### src/rtl/uart_cmd_responder.sv
// UART command responder: byte-framed register read/write with ACK/NAK replies and inter-byte timeout.
// Optional frame checksum byte enabled by defining UART_CMD_CHECKSUM_EN.
module uart_cmd_responder #(
  parameter int NUM_REGS       = 16,
  parameter int TIMEOUT_CYCLES = 5208000
) (
  input  logic       clk,
  input  logic       rst,
  input  logic       rx_done,
  input  logic [7:0] rx_data,
  input  logic       tx_active,
  output logic       tx_start,
  output logic [7:0] tx_data,
  output logic       busy,
  output logic       cmd_err,
  output logic [1:0] err_code,
  output logic [2:0] dbg_state
);
  localparam int IDX_W = (NUM_REGS > 1) ? $clog2(NUM_REGS) : 1;
  localparam int TMR_W = $clog2(TIMEOUT_CYCLES + 1);
  localparam logic [8:0] NUM_REGS_L = 9'(NUM_REGS);
  localparam logic [TMR_W-1:0] TMR_LIMIT = TMR_W'(TIMEOUT_CYCLES);
  localparam logic [7:0] OP_WR = 8'h57;
  localparam logic [7:0] OP_RD = 8'h52;
  localparam logic [7:0] ACK   = 8'h06;
  localparam logic [7:0] NAK   = 8'h15;

`ifdef UART_CMD_CHECKSUM_EN
  typedef enum logic [2:0] {
    IDLE = 3'd0, GET_ADDR = 3'd1, GET_DATA = 3'd2, GET_CSUM = 3'd3,
    EXEC = 3'd4, SEND = 3'd5, WAIT_TX = 3'd6
  } state_t;
`else
  typedef enum logic [2:0] {
    IDLE = 3'd0, GET_ADDR = 3'd1, GET_DATA = 3'd2,
    EXEC = 3'd4, SEND = 3'd5, WAIT_TX = 3'd6
  } state_t;
`endif

  state_t           state_q, state_d;
  logic             op_wr_q, op_wr_d;
  logic [7:0]       addr_q, addr_d;
  logic [7:0]       data_q, data_d;
  logic             nak_q, nak_d;
  logic [1:0]       nak_code_q, nak_code_d;
  logic [TMR_W-1:0] timer_q, timer_d;
  logic             tx_start_q, tx_start_d;
  logic [7:0]       tx_data_q, tx_data_d;
  logic             cmd_err_q, cmd_err_d;
  logic [1:0]       err_code_q, err_code_d;
`ifdef UART_CMD_CHECKSUM_EN
  logic [7:0]       csum_q, csum_d;
`endif
  logic [7:0]       regs_q [NUM_REGS];
  logic             reg_we;
  logic [IDX_W-1:0] reg_idx;
  logic             in_range;
  logic [7:0]       rd_val;
  logic             expired;

  // Range check uses the full address; the index is only meaningful once it passes.
  assign in_range = ({1'b0, addr_q} < NUM_REGS_L);
  assign reg_idx  = addr_q[IDX_W-1:0];
  assign rd_val   = in_range ? regs_q[reg_idx] : 8'h00;
  assign expired  = (timer_q == TMR_LIMIT);

  always_comb begin
    state_d    = state_q;
    op_wr_d    = op_wr_q;
    addr_d     = addr_q;
    data_d     = data_q;
    nak_d      = nak_q;
    nak_code_d = nak_code_q;
    timer_d    = '0;
    tx_start_d = 1'b0;
    tx_data_d  = tx_data_q;
    cmd_err_d  = 1'b0;
    err_code_d = err_code_q;
    reg_we     = 1'b0;
`ifdef UART_CMD_CHECKSUM_EN
    csum_d     = csum_q;
`endif
    case (state_q)
      IDLE: begin
        nak_d = 1'b0;
        if (rx_done) begin
          if (rx_data == OP_WR || rx_data == OP_RD) begin
            op_wr_d = (rx_data == OP_WR);
            state_d = GET_ADDR;
`ifdef UART_CMD_CHECKSUM_EN
            csum_d  = rx_data;
`endif
          end else begin
            nak_d      = 1'b1;
            nak_code_d = 2'd1;
            state_d    = EXEC;
          end
        end
      end
      GET_ADDR: begin
        if (rx_done) begin
          addr_d = rx_data;
`ifdef UART_CMD_CHECKSUM_EN
          csum_d  = csum_q ^ rx_data;
          state_d = op_wr_q ? GET_DATA : GET_CSUM;
`else
          state_d = op_wr_q ? GET_DATA : EXEC;
`endif
        end else if (expired) begin
          state_d    = IDLE;
          cmd_err_d  = 1'b1;
          err_code_d = 2'd2;
        end else begin
          timer_d = timer_q + 1'b1;
        end
      end
      GET_DATA: begin
        if (rx_done) begin
          data_d = rx_data;
`ifdef UART_CMD_CHECKSUM_EN
          csum_d  = csum_q ^ rx_data;
          state_d = GET_CSUM;
`else
          state_d = EXEC;
`endif
        end else if (expired) begin
          state_d    = IDLE;
          cmd_err_d  = 1'b1;
          err_code_d = 2'd2;
        end else begin
          timer_d = timer_q + 1'b1;
        end
      end
`ifdef UART_CMD_CHECKSUM_EN
      GET_CSUM: begin
        if (rx_done) begin
          if (rx_data != csum_q) begin
            nak_d      = 1'b1;
            nak_code_d = 2'd3;
          end
          state_d = EXEC;
        end else if (expired) begin
          state_d    = IDLE;
          cmd_err_d  = 1'b1;
          err_code_d = 2'd2;
        end else begin
          timer_d = timer_q + 1'b1;
        end
      end
`endif
      EXEC: begin
        state_d    = SEND;
        tx_start_d = 1'b1;
        if (nak_q) begin
          tx_data_d  = NAK;
          cmd_err_d  = 1'b1;
          err_code_d = nak_code_q;
        end else if (!in_range) begin
          tx_data_d  = NAK;
          cmd_err_d  = 1'b1;
          err_code_d = 2'd1;
        end else if (op_wr_q) begin
          reg_we    = 1'b1;
          tx_data_d = ACK;
        end else begin
          tx_data_d = rd_val;
        end
      end
      SEND: begin
        if (tx_active) state_d = WAIT_TX;
        else           tx_start_d = 1'b1;
      end
      WAIT_TX: begin
        if (!tx_active) state_d = IDLE;
      end
      default: state_d = IDLE;
    endcase
    // A byte arriving while a reply is in flight is dropped; the frame in progress continues.
    if (rx_done && (state_q == EXEC || state_q == SEND || state_q == WAIT_TX)) begin
      cmd_err_d  = 1'b1;
      err_code_d = 2'd3;
    end
  end

  always_ff @(posedge clk) begin
    if (rst) begin
      state_q    <= IDLE;
      op_wr_q    <= 1'b0;
      addr_q     <= '0;
      data_q     <= '0;
      nak_q      <= 1'b0;
      nak_code_q <= '0;
      timer_q    <= '0;
      tx_start_q <= 1'b0;
      tx_data_q  <= '0;
      cmd_err_q  <= 1'b0;
      err_code_q <= '0;
`ifdef UART_CMD_CHECKSUM_EN
      csum_q     <= '0;
`endif
      for (int i = 0; i < NUM_REGS; i++) regs_q[i] <= '0;
    end else begin
      state_q    <= state_d;
      op_wr_q    <= op_wr_d;
      addr_q     <= addr_d;
      data_q     <= data_d;
      nak_q      <= nak_d;
      nak_code_q <= nak_code_d;
      timer_q    <= timer_d;
      tx_start_q <= tx_start_d;
      tx_data_q  <= tx_data_d;
      cmd_err_q  <= cmd_err_d;
      err_code_q <= err_code_d;
`ifdef UART_CMD_CHECKSUM_EN
      csum_q     <= csum_d;
`endif
      if (reg_we) regs_q[reg_idx] <= data_q;
    end
  end

  assign tx_start  = tx_start_q;
  assign tx_data   = tx_data_q;
  assign busy      = (state_q != IDLE);
  assign cmd_err   = cmd_err_q;
  assign err_code  = err_code_q;
  assign dbg_state = state_q;
endmodule

### config.mk
export PLATFORM = sky130hd
export DESIGN_NAME = uart_cmd_responder
export DESIGN_NICKNAME = d
export VERILOG_FILES = /design/src/rtl/uart_cmd_responder.sv
export SDC_FILE = /design/constraint.sdc
export NUM_CORES = 1
export LEC_CHECK = 0
export CAP_MARGIN = 15
export CORE_UTILIZATION = 30
export CTS_BUF_LIST = sky130_fd_sc_hd__clkbuf_8 sky130_fd_sc_hd__clkbuf_16
export CTS_CLUSTER_DIAMETER = 150
export DETAILED_ROUTE_END_ITERATION = 6
export PLACE_DENSITY = 0.52
export SYNTH_ARGS = -nofsm -noshare
export SYNTH_HDL_FRONTEND = slang
export SYNTH_SLANG_ARGS = --single-unit
### constraint.sdc
create_clock -name clk -period 4.4 [get_ports clk]
set_input_delay 1.32 -clock clk [delete_from_list [all_inputs] [get_ports clk]]
set_output_delay 1.32 -clock clk [all_outputs]
set_load 0.01 [all_outputs]
# [Word-level counts from Yosys, hierarchy flattened]
# Memories as Yosys holds them, arrays and structs flattened. A register that Yosys moved wholly into a read port is not among the register bits.
# Index checks and enable logic that the tools add are counted.
[op_classes] addsub=1 order_cmp=1 eq_ne=14 muxes=42 n_bitwise=2 reduce_logical=16
[op_table] cell="8-bit two-way mux" n=4
[op_table] cell="3-bit two-way mux" n=8
[op_table] cell="23-bit by 1-bit adder with 23-bit output (second input constant)" n=1
[op_table] cell="23-bit == test (second input constant)" n=1
[op_table] cell="1-bit two-way mux" n=18
[op_table] cell="3-bit one-hot mux with 6 select lines" n=1
[op_table] cell="8-bit by 7-bit == test with 1-bit output (second input constant)" n=2
[op_table] cell="4-bit two-way mux" n=3
[op_table] cell="2-bit two-way mux" n=5
[op_table] cell="3-bit == test (second input constant)" n=3
[op_table] cell="3-bit AND reduction" n=3
[op_table] cell="8-bit by 5-bit < comparator with 1-bit output (second input constant)" n=1
[op_table] cell="8-bit OR reduction" n=1
[op_table] cell="2-bit != test (second input constant)" n=3
[op_table] cell="3-bit nonzero test" n=2
[op_table] cell="4-bit by 3-bit != test with 1-bit output (second input constant)" n=1
[op_table] cell="1-bit one-hot mux with 2 select lines" n=2
[op_table] cell="2-bit one-hot mux with 2 select lines" n=1
[op_table] cell="2-bit AND reduction" n=2
[op_table] cell="4-bit AND reduction" n=1
[op_table] cell="4-bit OR reduction" n=1
[op_table] cell="3-bit by 1-bit == test with 1-bit output (second input constant)" n=1
[op_table] cell="3-bit by 2-bit == test with 1-bit output (second input constant)" n=1
[op_table] cell="3-bit zero test" n=1
[op_table] cell="6 further kinds" n=9
[totals] regBits=57 ramBits=128 input_bits=12 output_inout_bits=16 elab_cells=88 memories=1
[memory_table] memory="regs_q" depth=16 width=8 rd=1 rd_clocked_by_memory_dff=1 wr=16 line="54" source="logic [7:0] regs_q [NUM_REGS];"

# [Depth between registers and ports, before layout]
[depth] word_depth=9 depth_mapped=8 mapped_depth_nobuf=7

# [Worst setup path before layout]
# Ideal clock, no wire load.
[synth_timing] path_kind="input-to-reg" startpoint="input rst" endpoint="memory regs_q[2][0] (enable)" setup_ns=0.329 arrival_ns=2.807 required_time_ns=4.071 path_slack_ns=1.264 path_stages=5 cell_sequence="clkbuf_1 nor2_1 or4b_4 nor3b_4 or2_1"
[synth_rtl] item="start, declared" line="8" source="input logic rst,"
[synth_rtl] item="end, declared" line="54"

# [Final worst setup path]
[layout_timing] startpoint="register state_q[0], in the netlist dbg_state[0]" endpoint="output busy"
[layout_between] elab_chain_len=1
[layout_lines] item="start, declared" line="40" source="state_t state_q, state_d;"
[layout_lines] item="start signal, assigned" line="203" source="state_q <= state_d;"
[layout_lines] item="3-bit nonzero test" line="223" source="assign busy = (state_q != IDLE);"
[layout_lines] item="end, declared" line="14" source="output logic busy,"
# No other way between the ends.

==> impl_metrics.toml <==
[setup_path]
timing.critical_path.to = "busy"
critical_path_required_ns = 3.08
reg2regPathDepth = 5
worst_path_max_delay_cell = "dfxtp_1"
cp.arrival_ns = 2.08
path_depth = 2
cpPeakStageDelay_ns = 0.80
timing.critical_path.from = "dbg_state[0]"
cp-end-kind = "output port"
worstReg2RegStart = "dbg_state[2]"
critPathBufInv = 1
critPathLaunchType = "flip-flop"
regToRegSetupSlack_ns = 1.25
critical-path-top-delay-family = "flip-flops"
crit-reg2reg-capture = "regs_q[2][1]"
worstPathCellList = "or3_1 -> clkdlybuf4s50_1"
crit_path_max_fanout = 22
worstSetupPathType = "reg2out"

[place]
port_buffers = 27
finalWeightedCongestion = 0.741
place_inst = 1061
dpl_cell_area_um2 = 9220
detailed_place_hpwl_um = 13400

[floorplan]
dieArea_um2 = 29300
initial_utilization_pct = 30.7
dieWidth_um = 171
placement_rows = 61
core_area_um2 = 27900
ios = 28
die_boundary_height_um = 171

[detailed_routing]
met2_wirelength_um = 9240
vias = 5198
route.final.wire_length_um = 20400
wl_met1_um = 10100
final_routed_wire_length_divided_by_cell_count_um = 18.7
highest-signal-layer = "met4"
firstDrtPassIters = 5
detailroute.wirelength.met3_um = 873
drt.antenna.violating_nets = 0
drt-initial-drc-count = 388
route.detailed.drc = 0
avgViaCountPerCell = 4.76

[power_and_ir_drop]
power_leakage_nw = 3.31
power.density_cell_area_nw_per_um2 = 400
power.ir.vdd_worst_mv = 0.324
totalPowerFinal_mw = 3.91

[yosys]
synth.largest_area_cell = "edfxtp_1"
synth_ff_type = "edfxtp_1"
synth_seq_cells = 189
synthCells = 686
synth.top_cell.area_share_pct = 44.8
synth-warning-count = 0
seq_area_frac_synth_pct = 59.1
synth-edff-count = 128
cell_with_the_most_instances_after_synthesis = "and2_1"
postSynthNetCount = 700
syn-mean-instance-area_um2 = 12.5
synth_cell_type_count = 54
post_synth_most_frequent_cells = "132 x and2_1, 128 x edfxtp_1, 61 x dfxtp_1, 61 x nor2_1, 34 x nand2_1"
netlist_top_cells_area = "edfxtp_1 45%, dfxtp_1 14%, and2_1 9.6%"
synth_area_um2 = 8570
synthArstFlopShare_pct = 0

[global_route]
tot_gr_track_use_pct = 14.8
grt_pass1_wl_um = 31200
overflow = 0
grt_pass1_vias = 5084
grt_max_degree = 55
antenna_violations_before_repair = 1

[sta]
final_period_utilization_pct = 77.3
timing.fmax_ghz = 0.294
hold_violations = 0
max_clock_skew_ns = 0.0204
setup_repair_after_global_routing_missed_its_margin = "false"
slew_violations = 0
timing.max_slew.rel_slack_pct = 45.4
post-route-min-period_ns = 3.40
worst_slew_pin_slew_ns = 0.817
timing.setup.tns_ns = 0
setup-violations-final = 0

[cts]
hold_buffers = 0
tritoncts_clock_tree = "done"
clock_sink_count = 189
ctsLongestPathBuffers = 2
cts_post_setup_buffers_inserted = 0
ctsRootBufferMaster = "clkbuf_16"
ctsHtreeMaxLevel = 4
cts_repair_resize_count = 0
cts-buffers-inserted = 17
clock_insertion_delay_worst_skew_ns = 0.44
path_clk_slew_ns = 0.06

[layout]
fin_nets = 716
fin_util_pct = 35.1
design_area_um2 = 9800
layout-drive-gt1-share_pct = 14.3
area_growth_syn_to_layout_pct = 14.3
final_cell_count_no_fill = 1093
num_antenna_cells = 0

[min_path]
min-delay-path-class = "reg2reg"

[outcome]
run_status = "finished, final reports clean"

[job]
max_cap_violations = 0
[cells in the final DEF (no fill, tap or decap), types with 4 or more instances in the layout]
cell	synthesis	layout
clkbuf_16	0	17
and2_1	132	132
clkdlybuf4s50_1	0	26
xor2_1	18	18
xnor2_1	4	4
mux2i_1	12	12
o21ai_0	9	9
inv_1	5	6
edfxtp_1	128	128
a21oi_1	17	17
nand2_1	34	34
and3_1	8	8
and4_1	5	5
buf_4	0	11
mux4_2	33	33
or2_2	17	17
nor3_1	6	6
nor2_1	61	61
nand2b_1	6	6
inv_6	0	4
nand3_1	22	22
nand4_1	5	5
nor2b_1	5	5
dfxtp_1	61	60
a22oi_1	10	10
nand3b_1	5	5
[power by group]
group	leakage, nW	total [mW]	internal (mW)	switching, mW
combinational	1.21	0.362	0.167	0.195
sequential	1.82	2.03	1.96	0.0702
clock	0.277	1.52	0.799	0.723
total	3.31	3.91	2.93	0.988
[worst min path at each step]
stage / start / endpoint / slack [ns] / depth (start not counted)
after floorplan: nak_code_q[0] / nak_code_q[0] / 0.43 / 2
after global placement: nak_code_q[0] / nak_code_q[0] / 0.45 / 2
after detailed placement: nak_code_q[0] / nak_code_q[0] / 0.46 / 2
after CTS: addr_q[5] / addr_q[5] / 0.47 / 2
after global routing: nak_code_q[0] / nak_code_q[0] / 0.50 / 2
final: nak_code_q[0] / nak_code_q[0] / 0.47 / 2
[layer usage]
| layer | track usage (%) | vias to the layer above |
|---|---|---|
| met5 | 0 | - |
| met3 | 2.71 | 16 |
| met1 | 21.7 | 2589 |
| met4 | 4.08 | 0 |
| met2 | 22.0 | 106 |
| li1 | - | 2487 |
[state kept, by name, indices dropped and copies added, names as in the netlist, named ones only]
signal      flops
regs_q        128
timer_q        23
addr_q          8
data_q          8
tx_data         8
dbg_state       3
err_code        2
cmd_err         1
nak_code_q      1
nak_q           1
op_wr_q         1
tx_start        1
[tightest hold or removal path: stages (launching register included)]
cell and delay (ns):
dfxtp_1 0.33, nor2_1 0.05, nor2_1 0.07
[cells by family (layout without fill, tap and decap cells)]
| logic type | count (synthesis) | after routing | share of synthesized area [%] |
|---|---|---|---|
| and+or+nand+nor | 328 | 328 | 22.0 |
| muxes | 45 | 45 | 10.1 |
| buffers and inverters | 46 | 75 | 2.25 |
| AOI/OAI and AO/OA | 54 | 54 | 4.03 |
| adders and majority gates | 2 | 2 | 0.292 |
| xor gates and xnor gates | 22 | 22 | 2.25 |
| DFF | 189 | 189 | 59.1 |
[layout make-up]
class / instances / area (µm²)
Clock inverter: 15 / 151
Timing Repair Buffer: 38 / 348
Inverter: 5 / 18.8
Multi-Input combinational cell: 451 / 3310
Sequential cell: 189 / 5070
Tap cell: 378 / 473
Fill cell: 2796 / 18100
Clock buffer: 17 / 425
[metrics by stage]
step                worst slack, ns  hold WS [ns]
floorplan                      1.26         0.435
global placement               1.10         0.454
detailed placement             1.05         0.460
CTS                           0.983         0.471
global route                  0.881         0.504
finish                        0.997         0.470
No activity file was read; power rests on OpenSTA's default activity.
